<file path="src/rtl/behavioural_halfadder.sv">
// Bitwise half adder lanes with a zero-latency combinational path and a
// one-cycle registered path that carries a valid flag and a saturating carry-event count.
module behavioural_halfadder #(
  parameter int WIDTH = 1,
  parameter int CNT_W = 8
) (
  input  logic             clk,
  input  logic             rst,
  input  logic [WIDTH-1:0] a,
  input  logic [WIDTH-1:0] b,
  input  logic             in_valid,
  output logic [WIDTH-1:0] s,
  output logic [WIDTH-1:0] c,
  output logic [WIDTH-1:0] s_q,
  output logic [WIDTH-1:0] c_q,
  output logic             out_valid,
  output logic [CNT_W-1:0] carry_count
);

  logic any_carry;
  logic cnt_sat;

  assign s = a ^ b;
  assign c = a & b;

  // One increment per accepted transaction, no matter how many lanes carry.
  assign any_carry = |c;
  assign cnt_sat   = &carry_count;

  always_ff @(posedge clk or posedge rst) begin
    if (rst) begin
      s_q         <= '0;
      c_q         <= '0;
      out_valid   <= 1'b0;
      carry_count <= '0;
    end else begin
      out_valid <= in_valid;
      if (in_valid) begin
        s_q <= s;
        c_q <= c;
      end
      if (in_valid && any_carry && !cnt_sat) begin
        carry_count <= carry_count + CNT_W'(1);
      end
    end
  end

endmodule

</file>
<file path="config.mk">
export PLATFORM = sky130hd
export DESIGN_NAME = behavioural_halfadder
export DESIGN_NICKNAME = d
export VERILOG_FILES = /design/src/rtl/behavioural_halfadder.sv
export SDC_FILE = /design/constraint.sdc
export NUM_CORES = 1
export LEC_CHECK = 0
export ABC_AREA = 1
export CAP_MARGIN = 20
export CORE_ASPECT_RATIO = 1.2
export CORE_MARGIN = 5
export CORE_UTILIZATION = 30
export CTS_CLUSTER_SIZE = 8
export DETAILED_ROUTE_END_ITERATION = 6
export DONT_BUFFER_PORTS = 1
export PLACE_DENSITY = 0.5
export SLEW_MARGIN = 20
export SYNTH_ARGS = -nofsm -noshare
export SYNTH_HDL_FRONTEND = slang
export SYNTH_SLANG_ARGS = --single-unit
</file>
<file path="constraint.sdc">
create_clock -name clk -period 1.4 [get_ports clk]
set_clock_uncertainty 0.1 [all_clocks]
set_input_delay 0.35 -clock clk [delete_from_list [all_inputs] [get_ports clk]]
set_output_delay 0.35 -clock clk [all_outputs]
set_load 0.03 [all_outputs]
</file>
==> flow_summary_export.csv <==
group,metric,value,unit
run_status,status,"complete, no violations",
critical_path,setup.worst_path.class,"flip-flop to output pin",
die,die_height,59.37,µm
sta,transition_time_at_the_pin_with_the_least_slew_margin,0.4185,ns
clock_tree,clk-insertion-delay-late,0.26,ns
critical_path,cpLargestDelayFamily,"flip-flops",
grt,maximum_number_of_pins_on_one_net_before_global_route_repair,12,
grt,grt_util_all_layers,9.148,%
die,io_pins,18,
die,effective_utilization_at_floorplan,32.19,%
critical_path,timing.critical_path.fanout_max,7,
sta,final.hold.worst_slack,0.09704,ns
job,max_cap_viol,0,
die,fp.dieW,51.14,µm
die,coreArea,1893,µm²
clock_tree,path_clk_slew,0.07,ns
critical_path,crit_chain,"buf_4",
pwr,seqPwrFrac,44.4,%
critical_path,crit_slowest_cell,"dfrtp_2",
finish,final_core_utilization,39.85,%
synth,yosysUniqueCellTypes,20,
sta,slew_headroom,72.07,%
clock_tree,cts.repair_timing.setup_buffer_count,0,
sta,finalWorstPathRequiredPeriod,1.347,ns
routing,detail_route.first_pass.iterations,4,
sta,final.setup.worst_slack,0.05312,ns
critical_path,cp_num_buf_inv,1,
clock_tree,clock_sink_count,11,
routing,detailroute.via_count,495,
routing,detail-route-antenna-nets,0,
critical_path,timing.rr.start,"carry_count[0]$_DFFE_PP0P_",
critical_path,crit_path_dat,0.90,ns
critical_path,rrSetupSlack,0.09,ns
clock_tree,htree_num_levels,1,
routing,drt-total-wl,1169,µm
critical_path,worst-path-stages,1,
placed_design,placed_cells,98,
clock_tree,cts_root_buffer,"clkbuf_4",
sta,report.final.slew_viol_count,0,
clock_tree,cts_buffers,3,
grt,grt_first_pass_wirelength,2049,µm
sta,hold_violations,0,
synth,synth_cells,70,
placed_design,dpl_worst_slack,0.09089,ns
grt,grt_remaining_overflow,0,
min_path,timing.hold.worst.class,"primary input to flip-flop",
placed_design,place.detailed.hpwl,965.9,µm
pwr,power.share.combinational,34.4,%
pwr,power.internal,619.7,µW
die,dieArea,3036,µm²
finish,area_growth,23.82,%
grt,first_global_vias,480,
finish,share_of_post_route_cells_with_drive_strength_above_1,32.94,%
synth,synth_fp_nets,77,
critical_path,crit_required,0.95,ns
routing,avgRoutedWirePerCell,11.24,µm
sta,setup-violations-final,0,
finish,num_antenna_cells,0,
critical_path,reg2reg_depth,7,
pwr,cellPowerDensity,1358,nW/µm²
routing,drc_errors,0,
synth,yosysWarningCount,0,
sta,maxClockFrequency,742.5,MHz
finish,nets,93,
critical_path,critical-path-max-stage-delay,0.45,ns
pwr,vdd_drop_max,0.0005241,V
sta,layout_worst_path_cycle_share,96.21,%
routing,drt_iter0_drc,4,
critical_path,crit_path_start,"carry_count[3]$_DFFE_PP0P_",
finish,number_of_standard_cells_in_the_layout_taps_in_and_fillers_out,104,
critical_path,setup.worst_path.end_class,"output pin",
placed_design,finalWeightedCongestion,0.7100,
placed_design,place.port_buffers,0,
synth,postSynthRegisterBits,11,
clock_tree,cts_tree,"built",
pwr,share_clk_of_total_power,21.2,%
critical_path,setup.worst_path.start_class,"flip-flop",
pwr,p_sw,405.0,µW
pwr,switching_share_of_power,39.53,%
routing,avgViaCountPerCell,4.760,
synth,sequential_area_share_after_synthesis,45.17,%
sta,setup-tns-final,0,ns
synth,syn_avg_cell_area,8.705,µm²
die,rows,17,
clock_tree,ctsLongestPathBuffers,2,
synth,synth_area,609.3,µm²
pwr,cellLeakagePower,0.0003968,µW
critical_path,critPathCapture,"carry_count[3]",
grt,grt_antenna_before_repair,0,
critical_path,worst_r2r_endpoint,"carry_count[2]$_DFFE_PP0P_",
sta,grt_setup_unrepaired,"no",
## Yosys cell counts, drive strengths merged
cell type	instances	area, µm²
ha	2	25.02
nor2	6	51.30
xnor2	1	8.760
nand2	24	107.6
a21o	1	7.510
dfrtp	11	275.3
nand3	8	40.04
nand3b	1	7.510
o21ai	2	13.76
inv	9	36.29
nand4	4	25.02
mux2	1	11.26
## metrics by stage
step                area, µm²  total power, µW
floorplan               614.3            700.5
CTS                     742.0             1034
finish                  754.5             1025
detailed placement      705.7            809.1
global placement        705.7            811.7
global route            754.5             1105
## how the worst min path moves through the flow
| stage | from | cells past startpoint | endpoint |
|---|---|---|---|
| floorplan | rst | 1 | c_q$_DFFE_PP0P_ |
| global placement | rst | 1 | s_q$_DFFE_PP0P_ |
| detailed placement | rst | 1 | s_q$_DFFE_PP0P_ |
| CTS | in_valid | 0 | out_valid$_DFF_PP0_ |
| global route | in_valid | 1 | c_q$_DFFE_PP0P_ |
| finish | in_valid | 1 | c_q$_DFFE_PP0P_ |
## metal layers
metal	vias up	part of all wire [%]	global-route usage, %
met3	2	8.2	4.534
met2	13	49	14.36
li1	257	-	-
met1	223	42	10.19
met5	-	0	0
met4	0	0.86	4.615
## flip-flops by register name, indices dropped and copies added, names as in the netlist
name and flops:
s_q 1, carry_count 8, c_q 1, out_valid 1
## cell usage in the layout, fill, tap and decap left out, types with 3 or more instances in the layout
cell type	instances
dfrtp_1	7
clkbuf_4	3
buf_4	9
nand4_1	4
nand2_1	21
nand3_1	8
inv_1	7
dfrtp_2	4
## what timing repair did
action                                  in CTS  in global routing
hold buffers                                 1                  1
endpoints found under the hold margin       11                  1
endpoints found under the setup margin       0                  3
gates resized for setup                      0                  2
## power groups by stage
stage          clock network [µW]  logic, µW  registers (µW)
6_report                      217        352             455
5_1_grt                       253        383             469
4_1_cts                       227        356             451
3_5_place_dp                    0        353             457
3_3_place_gp                    0        354             457
2_1_floorplan                   0        148             552
## layout make-up
| cell class | count | area, µm² |
|---|---|---|
| clock buffer | 4 | 26.28 |
| fill | 187 | 1139 |
| inverter | 9 | 36.28 |
| multi-input combinational | 50 | 300.3 |
| sequential | 11 | 280.3 |
| tap | 19 | 23.77 |
| timing repair buffer | 11 | 87.58 |
## logic make-up (layout without fill, tap and decap cells)
| family | count (synthesis) | count (layout) | share of synthesized area (%) |
|---|---|---|---|
| AND/OR/NAND/NOR | 43 | 43 | 37.99 |
| flip-flops | 11 | 11 | 45.17 |
| AO/OA/AOI/OAI | 3 | 3 | 3.491 |
| adder cells (fa/ha/maj) | 2 | 2 | 4.106 |
| XOR/XNOR | 1 | 1 | 1.438 |
| buffers and inverters | 9 | 24 | 5.956 |
| multiplexers | 1 | 1 | 1.848 |
Note: power is estimated with default switching activity, not from simulation.
